<file path="config.mk">
export PLATFORM = sky130hd
export DESIGN_NAME = seg7_hex_display
export DESIGN_NICKNAME = d
export VERILOG_FILES = /design/src/rtl/seg7_hex_display.sv
export SDC_FILE = /design/constraint.sdc
export NUM_CORES = 1
export LEC_CHECK = 0
export BUFFER_PORTS_ARGS = -buffer_cell sky130_fd_sc_hd__buf_4
export CORE_UTILIZATION = 56
export CTS_CLUSTER_SIZE = 10
export DETAILED_ROUTE_END_ITERATION = 10
export GPL_ROUTABILITY_DRIVEN = 0
export GPL_TIMING_DRIVEN = 0
export PLACE_DENSITY_LB_ADDON = 0.2
export SLEW_MARGIN = 20
export SYNTH_ARGS = -nofsm -noshare
export SYNTH_HDL_FRONTEND = slang
export SYNTH_SLANG_ARGS = --single-unit
</file>
<file path="constraint.sdc">
create_clock -name clk -period 4.71 [get_ports clk]
set_input_delay 0.471 -clock clk [delete_from_list [all_inputs] [get_ports clk]]
set_output_delay 0.471 -clock clk [all_outputs]
set_load 0.02 [all_outputs]
</file>
<file path="src/rtl/seg7_hex_display.sv">
// Loadable/incrementable DIGITS-nibble hex value driving active-low 7-segment digits.
// value and seg both update 1 cycle after load/inc; no backpressure, inputs act every edge.
module seg7_hex_display #(
  parameter int DIGITS    = 8,
  parameter int BLINK_DIV = 25000000
) (
  input  logic                  clk,
  input  logic                  rst_n,
  input  logic                  load,
  input  logic [4*DIGITS-1:0]   value_in,
  input  logic                  inc,
  input  logic                  enable,
  input  logic                  lz_suppress,
  input  logic                  blink_en,
  input  logic [DIGITS-1:0]     blink_mask,
  output logic [4*DIGITS-1:0]   value,
  output logic [7*DIGITS-1:0]   seg
);

  localparam int W  = 4 * DIGITS;
  localparam int SW = 7 * DIGITS;
  localparam int CW = $clog2(BLINK_DIV);
  localparam logic [CW-1:0] CNT_LAST = CW'(BLINK_DIV - 1);

  logic [W-1:0]  value_q, value_d;
  logic [CW-1:0] cnt_q, cnt_d;
  logic          phase_q, phase_d;
  logic [SW-1:0] seg_q, seg_d;
  logic          run_zero;
  logic          blank;

  function automatic logic [6:0] hex_decode(input logic [3:0] nib);
    logic [6:0] r;
    case (nib)
      4'h0: r = 7'b1000000;
      4'h1: r = 7'b1111001;
      4'h2: r = 7'b0100100;
      4'h3: r = 7'b0110000;
      4'h4: r = 7'b0011001;
      4'h5: r = 7'b0010010;
      4'h6: r = 7'b0000010;
      4'h7: r = 7'b1111000;
      4'h8: r = 7'b0000000;
      4'h9: r = 7'b0011000;
      4'hA: r = 7'b0001000;
      4'hB: r = 7'b0000011;
      4'hC: r = 7'b1000110;
      4'hD: r = 7'b0100001;
      4'hE: r = 7'b0000110;
      default: r = 7'b0001110;
    endcase
    return r;
  endfunction

  always_comb begin
    value_d = value_q;
    if (load) begin
      value_d = value_in;
    end else if (inc) begin
      value_d = value_q + W'(1);
    end
  end

  always_comb begin
    cnt_d   = cnt_q;
    phase_d = phase_q;
    if (!blink_en) begin
      cnt_d   = '0;
      phase_d = 1'b0;
    end else if (cnt_q == CNT_LAST) begin
      cnt_d   = '0;
      phase_d = ~phase_q;
    end else begin
      cnt_d = cnt_q + CW'(1);
    end
  end

  // Decode from next-state value/phase so seg has no skew against value.
  always_comb begin
    seg_d    = '1;
    run_zero = 1'b1;
    blank    = 1'b0;
    for (int i = DIGITS - 1; i >= 0; i--) begin
      run_zero = run_zero & (value_d[4*i +: 4] == 4'd0);
      blank    = !enable
                 || (lz_suppress && (i > 0) && run_zero)
                 || (phase_d && blink_mask[i]);
      seg_d[7*i +: 7] = blank ? 7'b1111111 : hex_decode(value_d[4*i +: 4]);
    end
  end

  always_ff @(posedge clk or negedge rst_n) begin
    if (!rst_n) begin
      value_q <= '0;
      cnt_q   <= '0;
      phase_q <= 1'b0;
      seg_q   <= '1;
    end else begin
      value_q <= value_d;
      cnt_q   <= cnt_d;
      phase_q <= phase_d;
      seg_q   <= seg_d;
    end
  end

  assign value = value_q;
  assign seg   = seg_q;

endmodule

</file>
Word level (Yosys, flattened, before mapping)
Memories as Yosys holds them, arrays and structs flattened.
Cells that the tools add are included.
- logic and storage cells: 74
- memories kept: 8
- bits in registers: 114
- output and inout port bits: 88
- memory bits (read-only): 896
- input bits: 47
- multiplexer cells: 14
- add/subtract/negate cells: 2
- reductions and logical operators: 38
- bitwise gates (word level): 7
- equal/unequal tests: 1
- memories (memory ; words ; width ; rd ports ; clocked after memory_dff ; write ports ; line ; text):
    (no name shown) ; 16 ; 7 ; 1 ; 0 ; 0 ; 34 ; case (nib)
    (no name shown) ; 16 ; 7 ; 1 ; 0 ; 0 ; 34 ;
    (no name shown) ; 16 ; 7 ; 1 ; 0 ; 0 ; 34 ;
    (no name shown) ; 16 ; 7 ; 1 ; 0 ; 0 ; 34 ;
    (no name shown) ; 16 ; 7 ; 1 ; 0 ; 0 ; 34 ;
    (no name shown) ; 16 ; 7 ; 1 ; 0 ; 0 ; 34 ;
    +2 memories ; -- ; -- ; -- ; -- ; -- ; -- ;
- operator list (kind ; number):
    two-way mux 32 bit ; 2
    two-way mux 7 bit ; 8
    two-way mux 25 bit ; 2
    adder 32 x 1 -> 32 bit (second input constant) ; 1
    logical NOT 4 bit ; 7
    adder 25 x 1 -> 25 bit (second input constant) ; 1
    equality test 25 bit (second input constant) ; 1
    logical AND 1 bit ; 15
    logical OR 1 bit ; 15
    bitwise AND 1 bit ; 6
    two-way mux 1 bit ; 2
    logical NOT 1 bit ; 1
    NOT 1 bit ; 1

Longest topological paths before layout
- depth after elaboration: 14
- gate-level depth with buffers: 14
- mapped depth without buffers: 12

Worst setup path before layout
Ideal clock, no wire load.
- kind: register to register
- start: register value_q[0], in the netlist value[0]
- end: register seg_q[25], in the netlist seg[25]
- setup time: 88 ps
- clock period less this slack: 3624 ps
- data required time: 4622 ps
- cell stages (with the launch flop): 13
- setup slack: 1086 ps
- data arrival time: 3536 ps
- buffers on the path: 1
- path through: dfrtp_1 ha_1 nand4_4 or4_1 buf_4 or4_1 a31oi_1 inv_1 ha_1 nand2_1 nor4_4 nand4_1 or3b_1
- word-level cells in the longest chain between the ends: 12
- elaborated cells between the ends (all ways): 17
- those cells by class: add/sub: 1; mux: 3; bitwise: 4; reduce/logical: 8; memory: 1
- ends and longest elaborated chain (what ; line ; text):
    start: declaration ; 25 ; logic [W-1:0] value_q, value_d;
    start signal: assignment ; 99 ; value_q <= value_d;
    adder 32 x 1 -> 32 bit ; 60 ; value_d = value_q + W'(1);
    two-way mux 32 bit ; 59 ; end else if (inc) begin
    two-way mux 32 bit ; 57 ; if (load) begin
    named net value_d[24] ; 25 ;
    logical NOT 4 bit ; 84 ; run_zero = run_zero & (value_d[4*i +: 4] == 4'd0);
    bitwise AND 1 bit (4 in series) ; 84 ;
    logical AND 1 bit ; 86 ; || (lz_suppress && (i > 0) && run_zero)
    logical OR 1 bit ; 86 ;
    logical OR 1 bit ; 87 ; || (phase_d && blink_mask[i]);
    two-way mux 7 bit ; 88 ; seg_d[7*i +: 7] = blank ? 7'b1111111 : hex_decode(value_d[4*i +: 4]);
    named net seg_d[25] ; 28 ; logic [SW-1:0] seg_q, seg_d;
    end signal: assignment ; 102 ; seg_q <= seg_d;
    end: declaration ; 28 ;
The timed path passes the listed nets, and every way through them passes these cells.

Worst setup path after layout
- start: register value_q[0], in the netlist value[0]
- end: register seg_q[14], in the netlist seg[14]
- word-level cells in the longest chain between the ends: 13
- elaborated cells between the ends (all ways): 19
- those cells by class: add/sub: 1; mux: 3; bitwise: 5; reduce/logical: 9; memory: 1
- ends and longest elaborated chain (what ; line):
    adder 32 x 1 -> 32 bit * ; 60
    two-way mux 32 bit * ; 59
    two-way mux 32 bit * ; 57
    logical NOT 4 bit ; 84
    bitwise AND 1 bit (5 in series) ; 84
    logical AND 1 bit ; 86
    logical OR 1 bit ; 86
    logical OR 1 bit ; 87
    two-way mux 7 bit * ; 88
    named net seg_d[14] ; 28
Mark *: on every way through the listed nets, which the timed path passes. The rest lies on a longest branch.

==> impl_metrics.json <==
{
  "p_comb_frac": 0.261,
  "syn-num-nets": 851,
  "status": "complete, no violations",
  "worst-path-max-fanout": 10,
  "p_clk_frac": 0.388,
  "cts_buffers": 17,
  "area_growth_pct": 25.6,
  "fin_cells": 1099,
  "path_clk_slew_ns": 0.05,
  "p_int_w": 0.00234,
  "synth_area_per_cell_um2": 9.31,
  "nets": 1003,
  "cp-end-kind": "flip-flop",
  "gr-total-overflow": 0,
  "p_switching_w": 0.00105,
  "antenna_left": 0,
  "first_pass_iters": 5,
  "grt_antenna_before_repair": 0,
  "fin_crit_ns": 4.15,
  "htreeDepth": 4,
  "swShare": 0.310,
  "p_total_w": 0.00339,
  "ctsHoldBuffers": 0,
  "die_height_um": 115,
  "clock_latency_ns": 0.42,
  "power.leakage_nw": 3.95,
  "clock_path_buffers": 2,
  "slew_violations": 0,
  "clock_skew_ns": 0.0106,
  "drt_iter0_drc": 438,
  "start_util": 0.584,
  "grtUsageTotal": 0.301,
  "fill_cells": 914,
  "p_per_area_nw_per_um2": 379,
  "synthMostInstantiatedCell": "nand2_1",
  "grt_pass1_wl_mm": 30.4,
  "hold_class": "in2async",
  "grt_pass1_vias": 6135,
  "synth_cell_type_count": 67,
  "yosysTopAreaCell": "dfstp_2",
  "p_seq_frac": 0.351,
  "final_hold_viol_count": 0,
  "cap_violations": 0,
  "cts.sinks": 114,
  "wl_met3_mm": 1.50,
  "die_w_um": 115,
  "synth-edff-count": 0,
  "drive_gt1_frac": 0.279,
  "wl_per_cell_um": 17.4,
  "worstPathArrival_ns": 4.51,
  "ys_ff_latch": 114,
  "timing.fmax_ghz": 0.241,
  "finalSetupViolCount": 0,
  "boundaryPins": 135,
  "wl_met2_mm": 9.05,
  "cts_root_buffer": "clkbuf_16",
  "cts_setup_buffers": 0,
  "cts_tree": "done",
  "grt_max_degree": 115,
  "seq_area_frac_synth": 0.410,
  "cts_resized": 0,
  "viasPerCell": 5.99,
  "required_ns": 5.07,
  "dieArea_um2": 13200,
  "synthArstFlopShare": 1.00,
  "max_slew_margin": 0.388,
  "wl_mm": 19.1,
  "synth_cells": 766,
  "io_buffers": 133,
  "ys_top_cells_by_count": "83 x nand2_1, 64 x nor2_1, 58 x dfrtp_1",
  "critPathLaunchType": "flip-flop",
  "fin_tns_setup_ns": 0,
  "dp_hpwl_mm": 13.6,
  "synth_top_area_frac": 0.206,
  "tightest_slew_ns": 0.908,
  "ys_warn_count": 0,
  "timing.final.crit_share": 0.882,
  "syn_area_um2": 7130,
  "vias": 6582,
  "coreArea_um2": 12200,
  "place_inst": 1067,
  "ys.flop_type": "dfrtp_1",
  "met1_length_mm": 8.13,
  "synth.area.top_cells": "dfstp_2 21%, dfrtp_1 20%, ha_1 6.7%",
  "critPathKind": "reg2reg",
  "rsz0062_at_grt": "no",
  "num_rows": 40,
  "drcViolationCount": 0,
  "highest_layer": "met4",
  "antenna_cells": 0,
  "peakVddDrop_mv": 0.287
}
-- final timing paths --
| check | startpoint | endpoint | slack [ns] | cells after the start |
|---|---|---|---|---|
| min | rst_n | cnt_q[13] | 0.15 | 1 |
| max in group asynchronous | rst_n | value[10] | 3.94 | 1 |
| min in group clk | blink_en | cnt_q[4] | 0.30 | 2 |
| max | value[0] | seg[14] | 0.56 | 11 |
| max reg2reg | value[0] | seg[14] | 0.56 | 11 |
| min reg2reg | cnt_q[0] | cnt_q[0] | 0.50 | 1 |
-- metrics by stage --
| step | setup WS, ns | utilization | area, µm² | hold slack (ns) |
|---|---|---|---|---|
| floorplan | 1.09 | - | 7130 | 0.175 |
| global placement | 0.366 | 0.683 | 8340 | 0.485 |
| detailed placement | 0.297 | 0.684 | 8350 | 0.492 |
| CTS | 0.559 | 0.733 | 8950 | 0.232 |
| global route | 0.341 | 0.734 | 8960 | 0.252 |
| finish | 0.556 | 0.734 | 8960 | 0.152 |
-- state kept, by name, summed over array words and instances, names as in the netlist --
name     count
phase_q      1
value       32
cnt_q       25
seg         56
-- critical path, cell delays in order (launching register included) --
cell and delay (ns):
dfrtp_1 0.45, ha_1 0.25, nand4_4 0.19, nor4_1 0.80, nand3_1 0.19, xnor2_1 0.18
mux2i_1 0.41, ha_1 0.30, nand2_1 0.15, nor4_4 0.49, nand4_1 0.39, or3b_1 0.28
-- placed cells by master, fill, tap and decap left out, drive strengths merged, types with 6 or more instances in the layout --
cell type    n
a221oi       7
o22ai        8
nand3       38
mux2i       31
a211oi       8
o21ai       32
and2         6
clkbuf      42
clkinv       8
nor2        66
or3          9
xnor2       19
or4          8
o21a         7
dfrtp       58
nand2b       6
a22oi        7
o211ai       7
nor3        21
and4         6
dfstp       56
o31ai       12
nor4        10
nor2b        9
buf        144
mux2         8
inv         45
nand4       16
and3        11
nand2       83
o221ai      16
xor2        17
a21oi       21
ha          38
-- routing by layer --
metal  up-vias  global-route usage
li1       3077                   -
met3        39              0.0865
met4         0               0.127
met2       279               0.481
met5         -                   0
met1      3187               0.383
-- final cells by class --
| class | count | area, µm² | area share |
|---|---|---|---|
| Multi-Input combinational cell | 574 | 3910 | 0.436 |
| Sequential cell | 114 | 2920 | 0.326 |
| Timing Repair Buffer | 133 | 1000 | 0.112 |
| Clock buffer | 22 | 474 | 0.0529 |
| Tap cell | 168 | 210 | 0.0235 |
| Inverter | 47 | 176 | 0.0197 |
| Clock inverter | 10 | 131 | 0.0147 |
| Buffer | 31 | 131 | 0.0147 |
-- power groups by stage --
stage,Sequential [W],Combinational (W),Clock (W)
after global routing,0.00120,0.000958,0.00137
after detailed placement,0.00120,0.000866,0
after CTS,0.00119,0.000876,0.00133
final,0.00119,0.000886,0.00132
after global placement,0.00120,0.000837,0
after floorplan,0.00132,0.000434,0
-- cells by family (layout without fill, tap and decap cells) --
logic type                 after synthesis  after routing  share of synthesized area
and+or+nand+nor                        308            308                      0.225
adders and majority gates               38             38                     0.0666
DFF                                    114            114                      0.410
buffers and inverters                   78            243                     0.0431
xor gates and xnor gates                36             36                     0.0442
muxes                                   39             39                     0.0561
AOI/OAI and AO/OA                      153            153                      0.155
Power figures use the tool's default switching activity.
